--- src/rtl/ram_burst_ctrl.sv ---
// Burst access controller for a single-port RAM with a 1-cycle registered read.
// A command starts a write burst (valid/ready stream into consecutive addresses)
// or a read burst (consecutive addresses streamed out with backpressure).
// A 2-entry buffer absorbs the RAM read latency so reads run at full rate.
module ram_burst_ctrl #(
  parameter int AW    = 5,
  parameter int DW    = 8,
  parameter int DEPTH = 32
) (
  input  logic          clk,
  input  logic          rst,
  input  logic          cmd_valid,
  output logic          cmd_ready,
  input  logic          cmd_wr,
  input  logic [AW-1:0] cmd_addr,
  input  logic [AW:0]   cmd_len,
  input  logic          s_valid,
  output logic          s_ready,
  input  logic [DW-1:0] s_data,
  output logic          m_valid,
  input  logic          m_ready,
  output logic [DW-1:0] m_data,
  output logic          ram_wr_re,
  output logic [AW-1:0] ram_addr,
  output logic [DW-1:0] ram_datain,
  input  logic [DW-1:0] ram_dataout,
  output logic          busy,
  output logic          err
);

  typedef enum logic [1:0] {IDLE, WRITE, READ} state_t;

  localparam logic [AW:0]   LEN_MAX   = (AW+1)'(DEPTH);
  localparam logic [AW:0]   LEN_ONE   = (AW+1)'(1);
  localparam logic [AW-1:0] ADDR_LAST = AW'(DEPTH-1);

  state_t        state_q, state_d;
  logic [AW-1:0] cur_addr_q, cur_addr_d;
  logic [AW:0]   rem_q, rem_d;
  logic [1:0]    occ_q, occ_d;
  logic          inflight_q, inflight_d;
  logic          err_q, err_d;
  logic [DW-1:0] buf_q [2];
  logic          rd_ptr_q, wr_ptr_q;

  logic          push, pop, issue, beat;
  logic [AW-1:0] addr_inc;

  // Address advance wraps at DEPTH, which need not be a power of two
  assign addr_inc = (cur_addr_q == ADDR_LAST) ? '0 : cur_addr_q + 1'b1;

  // Data returned by the RAM one cycle after an issue lands in the buffer
  assign push    = inflight_q;
  assign pop     = m_valid & m_ready;
  assign m_valid = (occ_q != 2'd0);
  assign m_data  = buf_q[rd_ptr_q];

  assign busy      = (state_q != IDLE);
  assign err       = err_q;
  assign cmd_ready = rst & (state_q == IDLE);
  assign s_ready   = (state_q == WRITE);
  assign beat      = s_ready & s_valid;

  // Writes only happen on accepted write beats; IDLE and READ only read
  assign ram_wr_re  = beat;
  assign ram_addr   = cur_addr_q;
  assign ram_datain = s_ready ? s_data : '0;

  // Issue while buffered + in-flight beats, less this cycle's pop, stay below 2
  // (the pop is moved to the right-hand side so nothing underflows)
  assign issue = (state_q == READ) && (rem_q != '0) &&
                 (({1'b0, occ_q} + {2'b0, inflight_q}) < (3'd2 + {2'b0, pop}));

  // Next-state, address/length bookkeeping and buffer occupancy
  always_comb begin
    state_d    = state_q;
    cur_addr_d = cur_addr_q;
    rem_d      = rem_q;
    err_d      = 1'b0;
    inflight_d = issue;
    occ_d      = occ_q + {1'b0, push} - {1'b0, pop};
    case (state_q)
      IDLE: begin
        if (cmd_valid && cmd_ready) begin
          cur_addr_d = cmd_addr;
          rem_d      = cmd_len;
          if (cmd_len == '0 || cmd_len > LEN_MAX) begin
            err_d = 1'b1;
          end else begin
            state_d = cmd_wr ? WRITE : READ;
          end
        end
      end
      WRITE: begin
        if (beat) begin
          cur_addr_d = addr_inc;
          rem_d      = rem_q - LEN_ONE;
          if (rem_q == LEN_ONE) state_d = IDLE;
        end
      end
      READ: begin
        if (issue) begin
          cur_addr_d = addr_inc;
          rem_d      = rem_q - LEN_ONE;
        end
        // Leave only once every requested beat has been handed downstream
        if (rem_d == '0 && !inflight_d && occ_d == 2'd0) state_d = IDLE;
      end
      default: state_d = IDLE;
    endcase
  end

  // Control state registers
  always_ff @(posedge clk or negedge rst) begin
    if (!rst) begin
      state_q    <= IDLE;
      cur_addr_q <= '0;
      rem_q      <= '0;
      occ_q      <= 2'd0;
      inflight_q <= 1'b0;
      err_q      <= 1'b0;
    end else begin
      state_q    <= state_d;
      cur_addr_q <= cur_addr_d;
      rem_q      <= rem_d;
      occ_q      <= occ_d;
      inflight_q <= inflight_d;
      err_q      <= err_d;
    end
  end

  // Buffer read/write pointers
  always_ff @(posedge clk or negedge rst) begin
    if (!rst) begin
      rd_ptr_q <= 1'b0;
      wr_ptr_q <= 1'b0;
    end else begin
      if (push) wr_ptr_q <= ~wr_ptr_q;
      if (pop)  rd_ptr_q <= ~rd_ptr_q;
    end
  end

  for (genvar gi = 0; gi < 2; gi++) begin : g_buf
    // Capture RAM read data into the entry the write pointer selects
    always_ff @(posedge clk or negedge rst) begin
      if (!rst) begin
        buf_q[gi] <= '0;
      end else if (push && wr_ptr_q == 1'(gi)) begin
        buf_q[gi] <= ram_dataout;
      end
    end
  end

endmodule

--- config.mk ---
export PLATFORM = sky130hd
export DESIGN_NAME = ram_burst_ctrl
export DESIGN_NICKNAME = d
export VERILOG_FILES = /design/src/rtl/ram_burst_ctrl.sv
export SDC_FILE = /design/constraint.sdc
export NUM_CORES = 1
export LEC_CHECK = 0
export CAP_MARGIN = 20
export CORE_MARGIN = 2
export CORE_UTILIZATION = 47
export CTS_CLUSTER_SIZE = 25
export DETAILED_ROUTE_END_ITERATION = 6
export PLACE_DENSITY = 0.87
export SLEW_MARGIN = 5
export SYNTH_ARGS = -nofsm -noshare
export SYNTH_HDL_FRONTEND = slang
export SYNTH_SLANG_ARGS = --single-unit
--- constraint.sdc ---
create_clock -name clk -period 3.2 [get_ports clk]
set_input_delay 0.48 -clock clk [delete_from_list [all_inputs] [get_ports clk]]
set_output_delay 0.48 -clock clk [all_outputs]
set_load 0.05 [all_outputs]
# Yosys cells after proc, flatten, opt, wreduce, memory -nomap -nowiden
# Cells that the tools add are included.
# W data, S select, Z words.
word_totals:
  out_inout_bits: 27
  regBits: 35
  elab_cells: 79
  input_bits: 33
classes:
  eq_ne: 10
  muxes: 24
  n_addsub: 6
  magnitude_cmp: 3
  reduce_logical: 20
  bitwise_logic: 6
op_table:
  columns: ["operator", "count"]
  rows:
  - ["$mux W8", 4]
  - ["$mux W6", 4]
  - ["$mux W5", 4]
  - ["$pmux W6 S3", 1]
  - ["$pmux W5 S3", 1]
  - ["$logic_not A6 Y1", 2]
  - ["$mux W2", 6]
  - ["$ne A2 B1 Y1 const B", 4]
  - ["$logic_and A1 B1 Y1", 7]
  - ["$eq A6 B1 Y1 const B", 1]
  - ["$gt A6 B6 Y1 const B", 1]
  - ["$pmux W2 S3", 1]
  - ["$reduce_bool A6 Y1", 1]
  - ["$sub A6 B1 Y6 const B", 1]
  - ["$add A5 B1 Y5 const B", 1]
  - ["$eq A5 B5 Y1 const B", 1]
  - ["$reduce_and A5 Y1", 1]
  - ["$logic_not A2 Y1", 2]
  - ["$ne A2 B2 Y1 const B", 2]
  - ["$reduce_and A4 Y1", 1]
  - ["$reduce_bool A2 Y1", 2]
  - ["$add A2 B1 Y3", 1]
  - ["$add A2 B1 Y3 const A", 1]
  - ["$and A1 B1 Y1", 3]
  - ["other kinds (13)", 16]

# Logic depth before layout (Yosys ltp)
# Gate-level depths: netlist (run 1).
logic_depth:
  depth_word: 12
  depth_mapped: 11
  ltp_nobuf: 11

# Least setup slack after synthesis (run 1)
# OpenSTA, ideal clock, no wires.
synth_timing:
  kind: "register -> register"
  startpoint: "register occ_q[0]"
  endpoint: "register state_q[0]"
  setup_slack_ns: 0.679
  required_ns: 3.121
  path_buffers: 0
  arrival_ns: 2.441
  stages_incl_launch_ff: 12
  path_cell_list: "dfrtp_1 > o21ai_2 > inv_1 > ha_1 > inv_1 > ha_1 > xnor2_1 > xnor2_1 > nor4_1 > o2111ai_1 > a2111oi_2 > mux2i_1"
synth_rtl:
  columns: ["element", "line", "source"]
  rows:
  - ["start: declaration", "40", "logic [1:0] occ_q, occ_d;"]
  - ["start signal: assignment", "119", "occ_q <= 2'd0;"]
  - ["start signal: assignment", "126", "occ_q <= occ_d;"]
  - ["parallel branches: the longest is 2 deep, another holds $add A2 B1 Y2", null, null]
  - ["$sub A2 B1 Y2 *", "81", "occ_d = occ_q + {1'b0, push} - {1'b0, pop};"]
  - ["named net occ_d[1]", "40", null]
  - ["$logic_not A2 Y1 *", "107", "if (rem_d == '0 && !inflight_d && occ_d == 2'd0) state_d = IDLE;"]
  - ["$logic_and A1 B1 Y1 *", "107", null]
  - ["$ne A2 B1 Y1 (no line) *", null, null]
  - ["$reduce_and A5 Y1 (no line) *", null, null]
  - ["end signal: assignment", "123", "state_q <= state_d;"]
  - ["end: declaration", "37", "state_t state_q, state_d;"]
# Mark *: on every way through the listed nets, which the timed path passes. The select of a mux whose other input is x is not followed.
# A chain may end at the register's enable or synchronous reset.

# Worst setup path after layout (run 1)
layout_timing:
  startpoint: "input m_ready"
  endpoint: "register state_q[1]"
layout_rtl:
  columns: ["element", "line", "source"]
  rows:
  - ["start: declaration", "21", "input logic m_ready,"]
  - ["$and A1 B1 Y1", "54", "assign pop = m_valid & m_ready;"]
  - ["$sub A2 B1 Y2", "81", null]
  - ["named net occ_d[1]", "40", null]
  - ["$logic_not A2 Y1", "107", null]
  - ["$logic_and A1 B1 Y1", "107", null]
  - ["$ne A2 B1 Y1 (no line)", null, null]
  - ["$reduce_and A5 Y1 (no line)", null, null]
# The timed path passes the listed nets, and every way through them passes these cells. The select of a mux whose other input is x is not followed.

==> results of run 1 <==
==> cells in the final DEF (no fill, tap or decap), types with 4 or more instances in the layout <==
master,n
sky130_fd_sc_hd__clkdlybuf4s50_1,58
sky130_fd_sc_hd__dfrtp_1,35
sky130_fd_sc_hd__mux2_2,24
sky130_fd_sc_hd__nor2_1,15
sky130_fd_sc_hd__nand2_1,14
sky130_fd_sc_hd__ha_1,12
sky130_fd_sc_hd__inv_1,11
sky130_fd_sc_hd__a21oi_1,11
sky130_fd_sc_hd__and2_1,10
sky130_fd_sc_hd__o21ai_0,9
sky130_fd_sc_hd__clkbuf_8,7
sky130_fd_sc_hd__nand3_1,5
sky130_fd_sc_hd__xnor2_1,5
sky130_fd_sc_hd__mux2i_1,5
sky130_fd_sc_hd__nor3_1,4
sky130_fd_sc_hd__o22ai_1,4
==> logic make-up after synthesis <==
group | after synthesis | share of synthesized area (%)
compound gates | 44 | 14.1
xor+xnor | 6 | 2.46
fa+ha+maj | 12 | 7.04
buf+inv | 18 | 3.87
flops | 35 | 41.1
mux | 29 | 15.0
simple gates | 67 | 16.5
==> metrics by stage <==
step / util (%) / setup slack [ps] / hold slack, ps / instances / area [sq um]
global route: 65.8 / 184 / 525 / 324 / 2870
CTS: 65.8 / 358 / 507 / 324 / 2870
floorplan: - / 679 / 184 / 211 / 2130
finish: 65.8 / 386 / 505 / 324 / 2870
global placement: 63.5 / 198 / 475 / 316 / 2770
detailed placement: 63.5 / 76.5 / 491 / 316 / 2770
==> registers in the layout, summed over array words and instances (netlist names) <==
| register | cells |
|---|---|
| ram_addr | 5 |
| rem_q | 6 |
| wr_ptr_q | 1 |
| state_q | 2 |
| rd_ptr_q | 1 |
| buf_q | 16 |
| err | 1 |
| inflight_q | 1 |
| occ_q | 2 |
==> worst max-delay path, cell delays in order <==
cell	delay, ps
sky130_fd_sc_hd__clkdlybuf4s50_1	420
sky130_fd_sc_hd__o21ai_2	100
sky130_fd_sc_hd__inv_1	80
sky130_fd_sc_hd__ha_1	280
sky130_fd_sc_hd__inv_1	40
sky130_fd_sc_hd__ha_1	180
sky130_fd_sc_hd__xnor2_1	140
sky130_fd_sc_hd__xnor2_1	140
sky130_fd_sc_hd__nor4_1	220
sky130_fd_sc_hd__o2111ai_1	170
sky130_fd_sc_hd__a2111oi_2	510
sky130_fd_sc_hd__mux2i_1	250
==> area by class of cell <==
class	instances	area [sq um]
clock buffers	8	100
fillers	340	1490
inverters	11	41.3
multi-input cells	158	1170
flip-flops and latches	35	876
well taps	52	65.1
repair buffers	60	608
==> per-layer routing <==
| layer | part of all wire [%] | track usage (%) | wire length (um) |
|---|---|---|---|
| met1 | 45 | 29.1 | 2290 |
| met2 | 49 | 33.0 | 2490 |
| met3 | 5.4 | 4.22 | 275 |
| met4 | 1.2 | 6.92 | 59 |
| met5 | 0 | 0 | 0 |
==> report_power, final <==
group          internal (mW)  switching, mW  leakage [nW]  total, mW
Sequential             0.671          0.234         0.419      0.905
Combinational          0.866           1.29         0.719       2.16
Clock                  0.197          0.157        0.0515      0.354
Total                   1.73           1.68          1.19       3.42
==> final timing paths <==
check	cells after the start	slack, ps	endpoint	startpoint
setup / recovery	12	390	state_q[1]	m_ready
hold / removal	1	510	buf_q[13]	buf_q[13]
setup reg to reg	11	460	state_q[1]	occ_q[0]
hold reg to reg	1	510	buf_q[13]	buf_q[13]
max in group asynchronous	2	2150	buf_q[12]	rst
min in group asynchronous	2	730	state_q[1]	rst
==> impl_results.md, run 1 <==
* Full die area at 0.00509 sq mm
* Width of the chip at 71.4 um
* Grt total ovfl at 0
* Asr flop ratio synth at 100%
* Core region area at 0.00435 sq mm
* Setup Fix Bufs, Post-CTS at 0
* Overall via count from detail_route at 1825
* CTS tree: done
* Cell at the root of the clock tree: sky130_fd_sc_hd__clkbuf_8
* Number of violations reported at the end of detailed-routing iteration 0 at 248
* Max Freq at around 360 MHz
* Period utilisation layout at 87.9%
* Clock-pin slew of the registers on the worst-case setup and hold paths at around 70 ps
* Average size of a mapped cell at 10.1 sq um
* Count of nets after finishing at 316
* Largest net degree at the start of global routing at 37
* Gate count after technology mapping at 211
* # H-tree levels at 2
* DRT Pass-1 Iters at 4
* Crit end category: flip-flop
* Share of post-route cells with drive strength above 1 at 14.7%
* Most frequently used cell type in the post-synthesis netlist: sky130_fd_sc_hd__dfrtp_1
* CTS Buf Count at 5
* Via count normalized by instance count at 5.63
* Number of nets with antenna violations after routing at 0
* Number of instances resized during post-cts repair at 0
* Tightest Hold Check Type: reg -> reg
* Netlist Area Pre-Place at 0.00213 sq mm
* Critical Setup Path Class: in -> reg
* Count of maximum capacitance violations at 0
* Signed area change from the synthesized netlist to the final layout at 34.3%
* List of most frequent post-synthesis cells: sky130_fd_sc_hd__dfrtp_1 (35), sky130_fd_sc_hd__mux2_2 (24), sky130_fd_sc_hd__nor2_1 (15), sky130_fd_sc_hd__nand2_1 (14), sky130_fd_sc_hd__ha_1 (12)
* Remaining routing DRC violations at 0
* Power, Total at 3.42 mW
* Hold_buf cts at 0
* Number of buffers on the longest clock path at 2
* Actual slew at the worst max-slew pin at 736 ps
* Final-report hold violation count at 0
* Most area-consuming cells after synthesis: sky130_fd_sc_hd__dfrtp_1 (41%), sky130_fd_sc_hd__mux2_2 (13%), sky130_fd_sc_hd__ha_1 (7.0%)
* Endpoint required time on the critical path at 3400 ps
* Starting density of the core at 49.0%
* Warnings, synthesis at 0
* Result of the run: finished, final reports clean
* Number of endpoints failing setup at the final stage at 0
* Number of top-level pins at 60
* TritonCTS sink count at 35
* Mapped Nets at ~260
* Area share of the largest cell type after synthesis at 41.1%
* Height of the chip at around 71 um
* Yosys reg bits at 35
* # diodes at 0
* Worst slew margin at ~51%
* Clock latency on the worst-skew pair at 280 ps
* Post-route clock skew at around 8.5 ps
* Row count at 24
* Antenna violations before repair at 0
* Aggregate negative setup slack at 0 ps
* Setup repair after global routing missed its margin: false
* Wirelength, routed at 5.11 mm
* Routability cong. at ~0.8
* Via count of the first global-routing pass at 1852
* First-pass GRT wire length at 8.55 mm
* Sequential share of the synthesized area at roughly 41%
* Sort of element at the start of the critical path: input pin
* Final Max Slew Viols at 0
* DP HPWL at around 3.8 mm
* Critical-path maximum fanout at 4
* Count of flip-flops with a built-in enable after synthesis at 0
* Critical Path AT at 3020 ps
* Quantity of I/O buffers inserted on ports at a little under 60
* Total power divided by cell area at 1190 mW/mm^2
* Top_reg_cell synth: sky130_fd_sc_hd__dfrtp_1
* Post-layout minimum cycle time at 2810 ps
* Leak pwr at 1.19 nW
* Number of distinct library cells after synthesis at 43
* Global router's overall resource usage at a little over a fifth
* WL/cell at approximately 16 um
* Worst ir drop on vdd at 717 uV
* Synth area leader: sky130_fd_sc_hd__dfrtp_1
No activity file was read; power rests on OpenSTA's default activity.
==> run 2: changes to the inputs <==
- SLEW_MARGIN: 5 -> 20
==> results of run 2 <==
No change in the layout: final DEF, timing and power equal those of run 1.
